## config.mk

```make
export PLATFORM = sky130hd
export DESIGN_NAME = cdb_arbiter_flat
export DESIGN_NICKNAME = d
export VERILOG_FILES = /design/src/rtl/cdb_arbiter_if.sv /design/src/rtl/cdb_arbiter.sv /design/src/flat_wrapper.sv
export SDC_FILE = /design/constraint.sdc
export NUM_CORES = 1
export LEC_CHECK = 0
export ABC_AREA = 1
export CAP_MARGIN = 20
export CORE_ASPECT_RATIO = 0.6
export CORE_UTILIZATION = 44
export CTS_CLUSTER_DIAMETER = 80
export DETAILED_ROUTE_END_ITERATION = 12
export GPL_ROUTABILITY_DRIVEN = 0
export PLACE_DENSITY = 0.74
export RECOVER_POWER = 100
export SLEW_MARGIN = 5
export SYNTH_ARGS = -nofsm -noshare
export SYNTH_HDL_FRONTEND = slang
export SYNTH_SLANG_ARGS = --single-unit
```

## constraint.sdc

```tcl
create_clock -name clk -period 7.4 [get_ports clk]
set_clock_uncertainty 0.1 [all_clocks]
set_input_delay 1.48 -clock clk [delete_from_list [all_inputs] [get_ports clk]]
set_output_delay 1.48 -clock clk [all_outputs]
set_load 0.1 [all_outputs]
```

## src/rtl/cdb_arbiter_if.sv

```systemverilog
// cdb_arbiter_if: result channels from ALU/MUL/DIV, flush, and the
// completion bus toward the ROB.
//   <x>_valid/_ready   push handshake per source (x = alu, mul, div)
//   <x>_value/_index   32-bit result value and ROB index
//   <x>_phys           7-bit destination physical register
//   flush              drop every buffered result
//   cdb_*              registered completion bus (valid, value, index,
//                      phys_addr, src)
// Modports: master = execution units / ROB side, slave = arbiter.
interface cdb_arbiter_if;
  logic        alu_valid;
  logic        alu_ready;
  logic [31:0] alu_value;
  logic [31:0] alu_index;
  logic [6:0]  alu_phys;
  logic        mul_valid;
  logic        mul_ready;
  logic [31:0] mul_value;
  logic [31:0] mul_index;
  logic [6:0]  mul_phys;
  logic        div_valid;
  logic        div_ready;
  logic [31:0] div_value;
  logic [31:0] div_index;
  logic [6:0]  div_phys;
  logic        flush;
  logic        cdb_valid;
  logic [31:0] cdb_value;
  logic [31:0] cdb_index;
  logic [6:0]  cdb_phys_addr;
  logic [1:0]  cdb_src;

  modport master (
    output alu_valid, alu_value, alu_index, alu_phys,
    output mul_valid, mul_value, mul_index, mul_phys,
    output div_valid, div_value, div_index, div_phys,
    output flush,
    input  alu_ready, mul_ready, div_ready,
    input  cdb_valid, cdb_value, cdb_index,
    input  cdb_phys_addr, cdb_src
  );

  modport slave (
    input  alu_valid, alu_value, alu_index, alu_phys,
    input  mul_valid, mul_value, mul_index, mul_phys,
    input  div_valid, div_value, div_index, div_phys,
    input  flush,
    output alu_ready, mul_ready, div_ready,
    output cdb_valid, cdb_value, cdb_index,
    output cdb_phys_addr, cdb_src
  );
endinterface

```

## src/rtl/cdb_arbiter.sv

```systemverilog
// cdb_arbiter: three result FIFOs (ALU=0, MUL=1, DIV=2) sharing one
// registered completion bus, round-robin, one grant per cycle.
// Ports: clk, rst (async, active high), bus (cdb_arbiter_if.slave).
// Parameter DEPTH: entries per FIFO, power of two, >= 2.
// Macro CDB_ARB_BYPASS_EN: an empty FIFO with valid input may win
// directly (1-cycle latency); undefined gives 2-cycle minimum latency.
module cdb_arbiter #(
  parameter int DEPTH = 2
) (
  input  logic         clk,
  input  logic         rst,
  cdb_arbiter_if.slave bus
);
  localparam int AW = $clog2(DEPTH);
  localparam int CW = AW + 1;
  localparam logic [CW-1:0] FULL = CW'(DEPTH);
`ifdef CDB_ARB_BYPASS_EN
  localparam bit BYPASS = 1'b1;
`else
  localparam bit BYPASS = 1'b0;
`endif

  // entry layout: {value[31:0], index[31:0], phys[6:0]}
  typedef logic [70:0] ent_t;

  logic [2:0]    in_v;
  ent_t          in_d   [3];
  logic [2:0]    rdy;

  ent_t          mem_q  [3][DEPTH];
  logic [AW-1:0] wptr_q [3];
  logic [AW-1:0] wptr_d [3];
  logic [AW-1:0] rptr_q [3];
  logic [AW-1:0] rptr_d [3];
  logic [CW-1:0] cnt_q  [3];
  logic [CW-1:0] cnt_d  [3];
  logic [1:0]    last_q;
  logic [1:0]    last_d;
  logic          cdb_valid_q;
  logic          cdb_valid_d;
  ent_t          cdb_data_q;
  ent_t          cdb_data_d;
  logic [1:0]    cdb_src_q;
  logic [1:0]    cdb_src_d;

  logic [2:0]    cand;
  logic [2:0]    pop;
  logic [2:0]    wr_en;
  logic          grant;
  logic [1:0]    win;
  ent_t          head   [3];

  function automatic logic [1:0] rr_next(
    input logic [1:0] base,
    input int         k
  );
    return 2'((int'(base) + k) % 3);
  endfunction

  assign in_v = {bus.div_valid, bus.mul_valid, bus.alu_valid};
  assign in_d[0] = {bus.alu_value, bus.alu_index, bus.alu_phys};
  assign in_d[1] = {bus.mul_value, bus.mul_index, bus.mul_phys};
  assign in_d[2] = {bus.div_value, bus.div_index, bus.div_phys};

  assign bus.alu_ready     = rdy[0];
  assign bus.mul_ready     = rdy[1];
  assign bus.div_ready     = rdy[2];
  assign bus.cdb_valid     = cdb_valid_q;
  assign bus.cdb_value     = cdb_data_q[70:39];
  assign bus.cdb_index     = cdb_data_q[38:7];
  assign bus.cdb_phys_addr = cdb_data_q[6:0];
  assign bus.cdb_src       = cdb_src_q;

  always_comb begin
    for (int s = 0; s < 3; s++) begin
      // registered count only: a pop never raises ready this cycle
      rdy[s]  = !rst && (cnt_q[s] != FULL);
      head[s] = mem_q[s][rptr_q[s]];
      cand[s] = (cnt_q[s] != '0) || (BYPASS && in_v[s]);
    end

    grant = 1'b0;
    win   = 2'd0;
    for (int k = 1; k <= 3; k++) begin
      if (!grant && cand[rr_next(last_q, k)]) begin
        grant = 1'b1;
        win   = rr_next(last_q, k);
      end
    end

    pop         = '0;
    wr_en       = '0;
    last_d      = last_q;
    cdb_valid_d = 1'b0;
    cdb_data_d  = cdb_data_q;
    cdb_src_d   = cdb_src_q;
    for (int s = 0; s < 3; s++) begin
      wptr_d[s] = wptr_q[s];
      rptr_d[s] = rptr_q[s];
      cnt_d[s]  = cnt_q[s];
    end

    if (bus.flush) begin
      for (int s = 0; s < 3; s++) begin
        wptr_d[s] = '0;
        rptr_d[s] = '0;
        cnt_d[s]  = '0;
      end
    end else begin
      if (grant) begin
        cdb_valid_d = 1'b1;
        cdb_src_d   = win;
        last_d      = win;
        // an empty winner can only be a bypass candidate
        cdb_data_d  = (cnt_q[win] != '0) ? head[win] : in_d[win];
      end
      for (int s = 0; s < 3; s++) begin
        pop[s]   = grant && (win == 2'(s)) && (cnt_q[s] != '0);
        // a bypassed winner goes straight to the bus, not the FIFO
        wr_en[s] = in_v[s] && rdy[s] &&
                   !(grant && (win == 2'(s)) && (cnt_q[s] == '0));
        if (pop[s])   rptr_d[s] = rptr_q[s] + AW'(1);
        if (wr_en[s]) wptr_d[s] = wptr_q[s] + AW'(1);
        cnt_d[s] = cnt_q[s] + CW'(wr_en[s]) - CW'(pop[s]);
      end
    end
  end

  always_ff @(posedge clk or posedge rst) begin
    if (rst) begin
      for (int s = 0; s < 3; s++) begin
        wptr_q[s] <= '0;
        rptr_q[s] <= '0;
        cnt_q[s]  <= '0;
      end
      last_q      <= 2'd2;
      cdb_valid_q <= 1'b0;
      cdb_data_q  <= '0;
      cdb_src_q   <= 2'd0;
    end else begin
      for (int s = 0; s < 3; s++) begin
        wptr_q[s] <= wptr_d[s];
        rptr_q[s] <= rptr_d[s];
        cnt_q[s]  <= cnt_d[s];
      end
      last_q      <= last_d;
      cdb_valid_q <= cdb_valid_d;
      cdb_data_q  <= cdb_data_d;
      cdb_src_q   <= cdb_src_d;
    end
  end

  // storage needs no reset: counts gate every read
  always_ff @(posedge clk) begin
    for (int s = 0; s < 3; s++) begin
      if (wr_en[s]) mem_q[s][wptr_q[s]] <= in_d[s];
    end
  end
endmodule

```

## src/flat_wrapper.sv

```systemverilog
// flat-port wrapper written by rule: the top's interface ports become plain ports
module cdb_arbiter_flat 
#(
  parameter int DEPTH = 2
)
  (clk, rst, bus_alu_valid, bus_alu_value, bus_alu_index, bus_alu_phys, bus_mul_valid, bus_mul_value, bus_mul_index, bus_mul_phys, bus_div_valid, bus_div_value, bus_div_index, bus_div_phys, bus_flush, bus_alu_ready, bus_mul_ready, bus_div_ready, bus_cdb_valid, bus_cdb_value, bus_cdb_index, bus_cdb_phys_addr, bus_cdb_src);
  cdb_arbiter_if bus_i ();
  input  logic clk;
  input  logic rst;
  input wire logic [$bits(bus_i.alu_valid)-1:0] bus_alu_valid;
  input wire logic [$bits(bus_i.alu_value)-1:0] bus_alu_value;
  input wire logic [$bits(bus_i.alu_index)-1:0] bus_alu_index;
  input wire logic [$bits(bus_i.alu_phys)-1:0] bus_alu_phys;
  input wire logic [$bits(bus_i.mul_valid)-1:0] bus_mul_valid;
  input wire logic [$bits(bus_i.mul_value)-1:0] bus_mul_value;
  input wire logic [$bits(bus_i.mul_index)-1:0] bus_mul_index;
  input wire logic [$bits(bus_i.mul_phys)-1:0] bus_mul_phys;
  input wire logic [$bits(bus_i.div_valid)-1:0] bus_div_valid;
  input wire logic [$bits(bus_i.div_value)-1:0] bus_div_value;
  input wire logic [$bits(bus_i.div_index)-1:0] bus_div_index;
  input wire logic [$bits(bus_i.div_phys)-1:0] bus_div_phys;
  input wire logic [$bits(bus_i.flush)-1:0] bus_flush;
  output wire logic [$bits(bus_i.alu_ready)-1:0] bus_alu_ready;
  output wire logic [$bits(bus_i.mul_ready)-1:0] bus_mul_ready;
  output wire logic [$bits(bus_i.div_ready)-1:0] bus_div_ready;
  output wire logic [$bits(bus_i.cdb_valid)-1:0] bus_cdb_valid;
  output wire logic [$bits(bus_i.cdb_value)-1:0] bus_cdb_value;
  output wire logic [$bits(bus_i.cdb_index)-1:0] bus_cdb_index;
  output wire logic [$bits(bus_i.cdb_phys_addr)-1:0] bus_cdb_phys_addr;
  output wire logic [$bits(bus_i.cdb_src)-1:0] bus_cdb_src;
  assign bus_i.alu_valid = bus_alu_valid;
  assign bus_i.alu_value = bus_alu_value;
  assign bus_i.alu_index = bus_alu_index;
  assign bus_i.alu_phys = bus_alu_phys;
  assign bus_i.mul_valid = bus_mul_valid;
  assign bus_i.mul_value = bus_mul_value;
  assign bus_i.mul_index = bus_mul_index;
  assign bus_i.mul_phys = bus_mul_phys;
  assign bus_i.div_valid = bus_div_valid;
  assign bus_i.div_value = bus_div_value;
  assign bus_i.div_index = bus_div_index;
  assign bus_i.div_phys = bus_div_phys;
  assign bus_i.flush = bus_flush;
  assign bus_alu_ready = bus_i.alu_ready;
  assign bus_mul_ready = bus_i.mul_ready;
  assign bus_div_ready = bus_i.div_ready;
  assign bus_cdb_valid = bus_i.cdb_valid;
  assign bus_cdb_value = bus_i.cdb_value;
  assign bus_cdb_index = bus_i.cdb_index;
  assign bus_cdb_phys_addr = bus_i.cdb_phys_addr;
  assign bus_cdb_src = bus_i.cdb_src;
  cdb_arbiter #(.DEPTH(DEPTH)) u_core (.clk(clk), .rst(rst), .bus(bus_i));
endmodule
```

* Yosys cells after proc, flatten, opt, wreduce, memory -nomap -nowiden
Memories as Yosys holds them, arrays and structs flattened.
Cells that the tools add are included.
** Word-level totals
- Bits in registers :: 88
- Bits in writable memories :: 426
- Output and inout bits :: 77
- Word-level logic and storage cells :: 157
- Memories :: 1
** Memories
- u_core.mem_q :: depth 3, bits a word 142, read ports 3, clocked after Yosys merged registers in 0, wr ports 3, RTL line cdb_arbiter.sv:30 : ent_t mem_q [3][DEPTH];
** Cells by class
- $add $sub $neg :: 15
- Div/mod/pow operators :: 3
- Magnitude comparators :: 13
- Eq/ne operators :: 5
- Multiplexer cells :: 55
- Bitwise logic cells :: 8
- Reductions and logical operators :: 44
** Operators with widths (count)
- $mux 71 :: 17
- $mux 142 :: 3
- $bmux 71 s2 :: 2
- $demux 71 s1 :: 3
- $mod 32x3->32 const B :: 3
- $logic_and 1x1->1 :: 23
- $reduce_bool 2->1 :: 10
- $mux 1 :: 17
- $ge 2x2->1 const B :: 6
- $not 1->2 :: 6
- $mux 2 :: 5
- $lt 2x3->1 const B :: 3
- $mux 3 :: 3
- $logic_not 2->1 :: 4
- $add 1x1->1 const B :: 6
- $add 2x1->2 :: 3
- $add 2x2->3 const B :: 2
- $bmux 1 s2 :: 3
- $logic_not 1->1 :: 6
- $lt 2x1->1 const B :: 3
- $mux 6 :: 1
- $ne 2x2->1 const B :: 3
- $sub 2x1->2 :: 3
- $bmux 2 s2 :: 1
- other kinds (7) :: 7

* Longest topological paths before layout
- Depth after elaboration :: 19
- Mapped depth :: 19

* Worst setup path before layout
Ideal clock, no wire load.
- Path type :: input -> register
- Start point :: input port rst
- End point :: memory u_core.mem_q[0][213] (netlist name), enable pin
- Arrival :: 6.365 ns
- Path slack :: 0.435 ns
- Cell stages on the path :: 5
- Path buffers :: 0
- Cell sequence :: a21oi_1 -> nand2_1 -> inv_1 -> nand2_1 -> nor2_1
** RTL lines
- from (decl) :: RTL line flat_wrapper.sv:9 : input logic rst;
- to (decl) :: RTL line cdb_arbiter.sv:30

==> metrics.csv <==
metric,value,unit
status,"finished, violations left",
violations,"capacitance limit, slew limit",
required,7480,ps
die_w,282,um
tightest_slew,3070,ps
ys_warn_count,0,
cp_max_fo,43,
rr_worst_depth,19,
grt-ovfl-total,0,
synth.yosys.seq_area_share,72.4,%
period_needed,5710,ps
hold_viol_final,0,
hold_path_class,flip-flop to flip-flop,
htreeDepth,2,
clkLatencyLatePin,560,ps
rsz0062_at_grt,no,
dpl.hpwl,33.2,mm
clk_pin_slew,70,ps
r2r_slack,1740,ps
grt_max_degree,79,
clk_path_buf_depth,3,
die-area,0.0479,mm^2
grt_pass1_vias,13483,
cts_buffers,47,
cp-startpoint,rst,
dr.pass1.iters,8,
ys_ff_latch,513,
routedWlPerCell,21.6,um
cts_resized,0,
drtAntennaViolNets,0,
num_rows,61,
synth.avg_cell_area,13.0,um^2
power.density,490,mW/mm^2
final-max-slew-violation-count,304,
clock_sinks,513,
critPathCapture,u_core.mem_q[0][259],
vias_per_cell,5.37,
postLayoutCoreUtil,55.7,%
p_leak,9.53,nW
core-area,0.0463,mm^2
min_path_cells,2,
area_growth,24.8,%
drv_cap,8,
io_buffers,295,
synth_area,0.0207,mm^2
fmax,175,MHz
cp-end-kind,flip-flop,
place_inst,2438,
r2r_start,u_core.bus.cdb_src[0],
finalCritPeriodShare,77.2,%
final_cells,2538,
synth.distinct_cells,30,
critPathLaunchType,input pin,
setup_viol,0,
timing.rr.end,u_core.cnt_q[3],
cp.arrival,5790,ps
post_cts_buffers,0,
peakVddDrop,690,uV
critical_path_class,input pin to flip-flop,
start_util,44.7,%
synth_cells,1588,
die_y,170,um
grt_pass1_wl,81.2,mm
clock-root-buffer,clkbuf_16,
drc_errors,0,
drive_gt1_share,5.27,%
wl,54.9,mm
tritoncts,done,
drtIter0Drc,1397,
tns,0,ps
syn_nets,1816,
grt_usage,22.8,%
boundaryPins,296,
finalNetCount,2088,
ctsHoldBuffers,0,
slew_headroom,-105,%
fill_cells,3723,
grt_antenna_before_repair,18,
via_count,13631,
## report_power, final
| group | internal, mW | switching [mW] | leakage, nW |
|---|---|---|---|
| combinational | 1.72 | 4.63 | 3.88 |
| clock | 1.39 | 1.02 | 0.742 |
| sequential | 3.57 | 0.314 | 4.90 |
| total | 6.68 | 5.97 | 9.53 |
## cells by family after synthesis
group                    synth area share (%)
AO/OA/AOI/OAI                            3.01
adder cells (fa/ha/maj)                 0.544
flip-flops                               72.4
multiplexers                             6.87
XOR/XNOR                                0.254
AND/OR/NAND/NOR                          13.1
buffers and inverters                    3.82
## area by class of cell
type                    instances  area, um^2  area share (%)
inverters                     106         404            1.57
clock inverters                10        97.6           0.378
repair buffers                315        3150            12.2
well taps                     630         788            3.05
flip-flops and latches        513       15000            58.0
multi-input cells             877        4950            19.2
clock buffers                  76        1430            5.53
diodes                         11        27.5           0.107
## cells in the mapped netlist
| library cell | instances | area share [%] |
|---|---|---|
| clkinv_1 | 1 | 0.018 |
| nand2_1 | 384 | 7.0 |
| edfxtp_1 | 426 | 62 |
| xor2_1 | 3 | 0.13 |
| nand4_4 | 1 | 0.10 |
| clkbuf_1 | 55 | 1.0 |
| dfrtp_1 | 86 | 10 |
| nor3_1 | 2 | 0.048 |
| dfstp_2 | 1 | 0.13 |
| buf_1 | 4 | 0.073 |
| xnor2_1 | 3 | 0.13 |
| buf_4 | 2 | 0.073 |
| buf_2 | 31 | 0.75 |
| mux2i_1 | 142 | 6.9 |
| nand3b_1 | 2 | 0.073 |
| o21ai_0 | 7 | 0.17 |
| ha_1 | 9 | 0.54 |
| inv_1 | 103 | 1.9 |
| nand4_1 | 1 | 0.030 |
| nor2_1 | 16 | 0.29 |
| a21oi_1 | 5 | 0.12 |
| o211ai_1 | 71 | 2.6 |
| nand3_4 | 1 | 0.085 |
| a21oi_4 | 1 | 0.079 |
| nand2_2 | 2 | 0.060 |
| nand3_1 | 222 | 5.4 |
| o22ai_1 | 2 | 0.060 |
| nor2_2 | 2 | 0.060 |
| nor2_4 | 1 | 0.054 |
| inv_2 | 2 | 0.036 |
## worst max-delay path, stage by stage
cell and delay [ps]:
dlygate4sd3_1 600, a21oi_1 190, nand2_1 130, inv_1 120, nand2_1 90, nor2_1 2230, buf_4 820
## cell usage in the layout, fill, tap and decap left out, types with 2 or more instances in the layout
cell and count:
nand3b_1 2, o211ai_1 71, buf_16 2, xor2_1 3
o21ai_0 7, dfrtp_1 83, clkinv_1 5, mux2i_1 142
xnor2_1 3, o22ai_1 2, clkdlybuf4s50_1 3, nand2_1 384
clkbuf_8 10, buf_4 9, dfrtp_4 3, edfxtp_1 426
diode_2 11, bufinv_16 2, clkbuf_16 49, nand2_4 2
clkinvlp_2 3, a21oi_1 5, clkbuf_1 19, inv_1 100
buf_12 2, dlygate4sd3_1 292, nor3_1 2, clkinv_2 3
clkbuf_2 5, nor2_4 3, ha_1 9, nor2_1 16
nand3_1 222
## flip-flops by register name, summed over array words and instances (netlist names)
name / cells
u_core.bus.cdb_src: 2
u_core.bus.cdb_valid: 1
u_core.cdb_data_q: 71
u_core.cnt_q: 6
u_core.last_q: 1
u_core.mem_q: 426
u_core.rptr_q: 3
u_core.wptr_q: 3
## routing by layer
layer  share of wire [%]  track usage, %
met2                  46            36.2
met4                 2.1            6.66
met5                0.15               0
met3                 8.5            4.93
met1                  43            31.7
## worst min-delay path by stage
stage	startpoint	end
6_report	u_core.cdb_data_q[70]	u_core.cdb_data_q[70]
5_1_grt	u_core.cdb_data_q[44]	u_core.cdb_data_q[44]
4_1_cts	u_core.cdb_data_q[70]	u_core.cdb_data_q[70]
3_5_place_dp	u_core.cdb_data_q[70]	u_core.cdb_data_q[70]
3_3_place_gp	u_core.cdb_data_q[44]	u_core.cdb_data_q[44]
2_1_floorplan	u_core.wptr_q[0]	u_core.wptr_q[0]
## through the flow
stage / power (mW) / area, um^2 / setup slack (ps) / hold slack (ps)
floorplan: 8.48 / 20700 / 435 / 358
global placement: 10.1 / 24300 / 2510 / 364
detailed placement: 10.3 / 24300 / 2460 / 366
CTS: 12.7 / 25800 / 2450 / 384
global route: 13.3 / 25800 / 1360 / 400
finish: 12.6 / 25800 / 1690 / 379
Power figures use the tool's default switching activity.
